--- src/rtl/clap_pattern_decoder.sv ---
// Clap/pulse-pattern detector: synchronises a sensor pulse, counts claps inside a
// timed window with post-clap blanking, then reports the count and toggles one load bit.
module clap_pattern_decoder #(
  parameter int BLANK_CYC  = 5_000_000,
  parameter int WINDOW_CYC = 100_000_000,
  parameter int MAX_CLAPS  = 4,
  localparam int CW        = $clog2(MAX_CLAPS + 1)
) (
  input  logic                 clk,
  input  logic                 rst_n,
  input  logic                 aplauso,
  output logic [CW-1:0]        clap_count,
  output logic                 count_valid,
  output logic                 busy,
  output logic                 overflow,
  output logic [MAX_CLAPS-1:0] out_state
);

  localparam int WW = (WINDOW_CYC > 1) ? $clog2(WINDOW_CYC) : 1;
  localparam int BW = (BLANK_CYC > 1) ? $clog2(BLANK_CYC) : 1;
  localparam logic [WW-1:0] WIN_LAST   = WW'(WINDOW_CYC - 1);
  localparam logic [BW-1:0] BLANK_LAST = BW'(BLANK_CYC - 1);
  localparam logic [CW-1:0] MAX_COUNT  = CW'(MAX_CLAPS);

  typedef enum logic [1:0] {
    IDLE   = 2'd0,
    BLANK  = 2'd1,
    LISTEN = 2'd2,
    REPORT = 2'd3
  } state_t;

  state_t        state_r, next_s;
  logic          s1_r, s2_r, s3_r, edge_r;
  logic [CW-1:0] count_r, count_s;
  logic          ovf_r, ovf_s;
  logic [WW-1:0] win_cnt_r, win_cnt_s;
  logic [BW-1:0] blank_cnt_r, blank_cnt_s;
  logic          report_s;

  // One-hot toggle mask for a window that closed with count n (n >= 1)
  function automatic logic [MAX_CLAPS-1:0] toggle_mask(input logic [CW-1:0] n);
    toggle_mask = MAX_CLAPS'(1) << (n - CW'(1));
  endfunction

  // Synchroniser, rise detector and all FSM/output registers
  always_ff @(posedge clk) begin
    if (!rst_n) begin
      s1_r        <= 1'b0;
      s2_r        <= 1'b0;
      s3_r        <= 1'b0;
      edge_r      <= 1'b0;
      state_r     <= IDLE;
      count_r     <= '0;
      ovf_r       <= 1'b0;
      win_cnt_r   <= '0;
      blank_cnt_r <= '0;
      clap_count  <= '0;
      count_valid <= 1'b0;
      busy        <= 1'b0;
      overflow    <= 1'b0;
      out_state   <= '0;
    end else begin
      s1_r        <= aplauso;
      s2_r        <= s1_r;
      s3_r        <= s2_r;
      edge_r      <= s2_r & ~s3_r;
      state_r     <= next_s;
      count_r     <= count_s;
      ovf_r       <= ovf_s;
      win_cnt_r   <= win_cnt_s;
      blank_cnt_r <= blank_cnt_s;
      count_valid <= report_s;
      busy        <= (next_s == BLANK) || (next_s == LISTEN);
      if (report_s) begin
        clap_count <= count_r;
        overflow   <= ovf_r;
        out_state  <= out_state ^ toggle_mask(count_r);
      end else begin
        clap_count <= clap_count;
        overflow   <= overflow;
        out_state  <= out_state;
      end
    end
  end

  // Next-state logic; window expiry outranks blank expiry and any same-cycle clap
  always_comb begin
    next_s      = state_r;
    count_s     = count_r;
    ovf_s       = ovf_r;
    win_cnt_s   = win_cnt_r;
    blank_cnt_s = blank_cnt_r;
    report_s    = 1'b0;
    case (state_r)
      IDLE: begin
        if (edge_r) begin
          next_s      = BLANK;
          count_s     = CW'(1);
          win_cnt_s   = '0;
          blank_cnt_s = '0;
        end else begin
          next_s = IDLE;
        end
      end
      BLANK: begin
        win_cnt_s = win_cnt_r + WW'(1);
        if (win_cnt_r == WIN_LAST) begin
          next_s    = REPORT;
          report_s  = 1'b1;
          win_cnt_s = '0;
        end else if (blank_cnt_r == BLANK_LAST) begin
          next_s = LISTEN;
        end else begin
          blank_cnt_s = blank_cnt_r + BW'(1);
        end
      end
      LISTEN: begin
        win_cnt_s = win_cnt_r + WW'(1);
        if (win_cnt_r == WIN_LAST) begin
          next_s    = REPORT;
          report_s  = 1'b1;
          win_cnt_s = '0;
        end else if (edge_r) begin
          if (count_r < MAX_COUNT) begin
            count_s = count_r + CW'(1);
          end else begin
            ovf_s = 1'b1;
          end
          blank_cnt_s = '0;
          next_s      = BLANK;
        end else begin
          next_s = LISTEN;
        end
      end
      REPORT: begin
        ovf_s  = 1'b0;
        next_s = IDLE;
      end
      default: begin
        next_s = IDLE;
      end
    endcase
  end

endmodule

--- config.mk ---
export PLATFORM = sky130hd
export DESIGN_NAME = clap_pattern_decoder
export DESIGN_NICKNAME = d
export VERILOG_FILES = /design/src/rtl/clap_pattern_decoder.sv
export SDC_FILE = /design/constraint.sdc
export NUM_CORES = 1
export LEC_CHECK = 0
export CORE_AREA = 4 4 113 83
export CTS_CLUSTER_DIAMETER = 30
export DETAILED_ROUTE_END_ITERATION = 8
export DIE_AREA = 0 0 117 87
export PLACE_DENSITY = 0.68
export SLEW_MARGIN = 20
export SYNTH_ARGS = -nofsm -noshare
export SYNTH_HDL_FRONTEND = slang
export SYNTH_SLANG_ARGS = --single-unit
--- constraint.sdc ---
create_clock -name clk -period 3.4 [get_ports clk]
set_input_delay 1.02 -clock clk [delete_from_list [all_inputs] [get_ports clk]]
set_output_delay 1.02 -clock clk [all_outputs]
set_load 0.05 [all_outputs]
; After elaboration in Yosys (flattened, before gate mapping)
; Index checks and enable logic that the tools add are counted.
; W data, S select, Z words.
[totals]
register_bits = 70
in_bits = 3
output_inout_bits = 10
[op_classes]
magnitude_cmp = 1
n_mux = 25
reduce_logical = 11
add_sub_neg = 4
shifts = 1
bitwise_logic = 3
eq_ne = 14
[ops]
columns = op, n
row1 = $mux W23, 4
row2 = $pmux W23 S3, 1
row3 = $mux W27, 2
row4 = $pmux W27 S2, 1
row5 = $add A27 B1 Y27 const B, 1
row6 = $eq A27 B27 Y1 const B, 1
row7 = $add A23 B1 Y23 const B, 1
row8 = $eq A23 B23 Y1 const B, 1
row9 = $ne A2 B2 Y1 const B, 7
row10 = $mux W3, 4
row11 = $mux W2, 4
row12 = $pmux W2 S4, 1
row13 = $reduce_and A4 Y1, 2
row14 = $eq A2 B2 Y1 const B, 3
row15 = $mux W1, 6
row16 = $pmux W3 S2, 1
row17 = $reduce_bool A2 Y1, 3
row18 = $reduce_and A5 Y1, 1
row19 = $eq A2 B1 Y1 const B, 2
row20 = $shl A1 B3 Y4 const A, 1
row21 = $xor A4 B4 Y4, 1
row22 = $add A3 B1 Y3 const B, 1
row23 = $lt A3 B3 Y1 const B, 1
row24 = $reduce_bool A3 Y1, 1
row25 = other kinds (8), 8

; Logic depth before layout (Yosys ltp)
[depth]
depth_word = 6
depth_mapped = 9

; Worst setup path before layout
; Ideal clock, no wire load.
[synth_path]
path_kind = register to register
from = register state_r[0]
to = register win_cnt_r[23]
setup_slack_ns = 1.275
t_arrival_ns = 1.997
setup_time_ns = 0.128
required_time_ns = 3.272
stages_incl_launch_ff = 9
cell_sequence = dfxtp_1 > inv_1 > ha_1 > nor2b_1 > or4_1 > nor4_1 > nand4_1 > xor2_1 > nor2_1
[synth_via]
elab_chain_len = 4
word_cells_on_any_way = 8
classes_between = eq/ne: 3 / mux: 1 / reduce/logical: 4
[synth_lines]
columns = element, line
row1 = "start, declared", 32  ; state_t state_r, next_s;
row2 = "start signal, assigned", 67  ; state_r <= next_s;
row3 = $eq A2 B2 Y1 / $eq A2 B1 Y1 (equally long branches), 94  ; case (state_r)
row4 = $reduce_or A2 Y1 (no line), --
row5 = $reduce_bool A2 Y1 (no line), --
row6 = $reduce_and A2 Y1 (no line), --
row7 = "end signal, assigned", 70  ; win_cnt_r <= win_cnt_s;
row8 = "end, declared", 36  ; logic [WW-1:0] win_cnt_r, win_cnt_s;
; Parallel ways exist; a longest one is shown, timed or not.
; A chain may end at the register's enable or synchronous reset.

; Final worst setup path
[layout_path]
from = register state_r[0]
to = register win_cnt_r[26]
; Same word-level chain as after synthesis.

==> impl_metrics.ini <==
[drt]
wirelength_met1_um = 3620
drcViolationCount = 0
routed.top_layer = met4
avgViaCountPerCell = 5.54
drtAntennaViolNets = 0
detailedRoute.firstPassIterationCount = 4
detailedRoute.firstIterationViolations = 162
detailroute.wirelength.met2_um = 3060
vias = 2882
post_detailed_route_wirelength_per_cell_um = 13.7
drt_wl_total_um = 7120
met3_wirelength_from_detailed_routing_um = 346

[yosys]
synthDominantAreaCellType = dfxtp_1
yosys_warnings = 0
netlist_area_um2 = 3430
syn-mean-instance-area_um2 = 8.63
most_common_flop_cell_mapped_by_yosys = dfxtp_1
post_synth_num_cell_types = 47
post_syn_nets = 412
synth_async_sr_flop_share_pct = 0
synth.area.top_cells = dfxtp_1, xor2_1, nor2_1
ys_seq_area_share_pct = 40.9
most_used_standard_cells_in_the_synthesized_netlist = dfxtp_1, nor2_1, nand2_1
ys_seq_elements = 70
synth_enable_flop_cells = 0
synth_top_area_share_pct = 40.9
syn-instance-count = 397
yosysMostFrequentCell = dfxtp_1

[global_routing]
grt_first_pass_wirelength_um = 12500
grt_antenna_before_repair = 0
gr-total-overflow = 0
pin_count_of_the_biggest_net_entering_global_routing = 47
grtUsageTotal_pct = 15.5
grt_pass1_vias = 2767

[clocking]
cts-htree-levels = 3
worst_setup_hold_path_clk_slew_ns = 0.06
ctsLongestPathBuffers = 2
clock-root-buffer = clkbuf_16
numCtsBuffers = 9
cts_setup_buffers = 0
hold_buffers = 0
cts_sink_count = 70
clock_latency_ns = 0.34
tritoncts_clock_tree = yes
post_cts_resized = 0

[placement]
dp.final_hpwl_um = 4930
finalWeightedCongestion = 0.857
quantity_of_i_o_buffers_inserted_on_ports = 12
placement.cell_area_um2 = 3620

[sta]
final-setup-viol-count = 0
report.final.slew_viol_count = 0
max_clk_rate_mhz = 375
finClkSkew_ns = 0.00761
max_slew_margin_pct = 42.5
finalSetupTns_ns = 0
timing.final.crit_share_pct = 78.3
final_hold_viol_count = 0
grt_setup_unrepaired = no
period_needed_ns = 2.66
timing_worst_slew_pin_value_ns = 0.861

[pwr]
cellPowerDensity_nw_per_um2 = 461
vdd_drop_max_mv = 0.390
power.leakage_nw = 1.32
power.share.sequential_pct = 45.8
power.internal_mw = 1.41
switching_share_pct = 22.0
comb_power_share_pct = 2.3
power.share.clock_pct = 51.9
power.switching_uw = 398

[worst_setup_path]
critPathLaunch = state_r[0]$_SDFF_PN0_
critical_path.slowest_cell = nor4_1
worstPathMaxFanout = 16
critical_path.max_stage_delay_ns = 0.76
critPathArrivalTime_ns = 2.85
crit_path_launch_type = flop
worstPathCellList = ha_1 -> clkinv_1 -> nand3_1 -> nor4_1 -> nand4_1 -> xor2_1 -> nor2_1
cp.required_ns = 3.58
worstReg2RegStart = state_r[0]$_SDFF_PN0_
worstSetupPathType = flop to flop
crit_path_end_kind = flop

[floorplanning]
fp-row-count = 28
core_um2 = 8270
die-area_um2 = 10200
floorplan.io_pins = 13
floorplan.die.width_um = 117
floorplan.initialDensity_pct = 41.4
floorplan.die.height_um = 87

[cells_and_area]
fraction_of_layout_cells_with_a_size_suffix_above_1_pct = 6.51
final_nets = 425
n_fill_cell = 800
area_growth_pct = 14.3
antenna-diode-count = 0
area_taken_by_multi_input_logic_gates_um2 = 1910
final-seq-area_um2 = 1400
fin_area_um2 = 3920

[worst_hold_path]
hold_start = s3_r$_SDFF_PN0_
worst_min_delay_path_class = flop to flop

[job]
timing.max_cap.violations = 0

[status]
run_status = completed
sequential cells by signal, indices dropped and copies added (netlist names), 2 cells and up:
register	count
count_r	3
out_state	4
state_r	2
win_cnt_r	27
clap_count	3
blank_cnt_r	23
cell usage in the layout (no fill, tap or decap), drive strengths merged, types with 4 or more instances in the layout:
master         instances
nand2                 33
and2                   6
nor3                   8
or4                    8
o21a                   5
nand4                 23
xnor2                  7
a21oi                 27
inv                   11
o31a                   5
nor2b                  4
and3                   7
nor2                  47
nand3                 21
clkdlybuf4s50         12
o21ai                 19
nor4                   5
ha                    12
clkbuf                10
or3                   14
o31ai                  7
dfxtp                 70
xor2                  23
cell families (layout without fill, tap and decap cells):
| logic type | count (synthesis) | in the layout | share of synthesized area [%] |
|---|---|---|---|
| mux | 3 | 3 | 0.913 |
| simple gates | 190 | 190 | 29.8 |
| xor+xnor | 30 | 30 | 7.67 |
| buf+inv | 22 | 40 | 3.29 |
| flops | 70 | 70 | 40.9 |
| fa+ha+maj | 12 | 12 | 4.38 |
| compound gates | 70 | 70 | 13.1 |
power groups by stage:
stage | Clock, mW | Combinational, mW | Sequential, mW
global route | 0.997 | 0.0472 | 0.826
CTS | 0.964 | 0.0421 | 0.826
floorplan | 0 | 0.0327 | 0.844
detailed placement | 0 | 0.0417 | 0.844
finish | 0.938 | 0.0413 | 0.826
global placement | 0 | 0.0404 | 0.844
through the flow:
stage / setup slack [ns] / hold slack [ns] / cells / total power, mW / utilization, %
floorplan: 1.28 / 0.367 / 397 / 0.877 / -
global placement: 0.780 / 0.372 / 504 / 0.885 / 43.8
detailed placement: 0.753 / 0.384 / 504 / 0.886 / 43.8
CTS: 0.791 / 0.392 / 520 / 1.83 / 47.4
global route: 0.558 / 0.436 / 520 / 1.87 / 47.4
finish: 0.736 / 0.393 / 520 / 1.81 / 47.4
worst max-delay path, delay by kind of cell, from the launching register on:
family	cells	cell delay, ns
fa+ha+maj	1	0.39
buf+inv	1	0.29
simple gates	4	1.31
flops	1	0.34
xor+xnor	1	0.18
area by class of cell:
class | instances | area share, %
multi-input cells | 305 | 48.8
clock buffers | 10 | 5.85
clock inverters | 6 | 1.76
well taps | 105 | 3.35
repair buffers | 14 | 3.45
inverters | 10 | 0.958
flip-flops and latches | 70 | 35.8
per-layer routing:
metal	global-route usage [%]	vias to the layer above
met2	22.5	48
li1	-	1463
met5	0	-
met1	21.1	1361
met3	6.04	10
met4	5.42	0
worst paths after layout:
check | end | slack [ns] | cells past startpoint
min | edge_r$_SDFF_PN0_ | 0.39 | 1
min reg2reg | edge_r$_SDFF_PN0_ | 0.39 | 1
max | win_cnt_r[26]$_SDFFE_PN0P_ | 0.74 | 7
max reg2reg | win_cnt_r[26]$_SDFFE_PN0P_ | 0.74 | 7
Power figures use the tool's default switching activity.
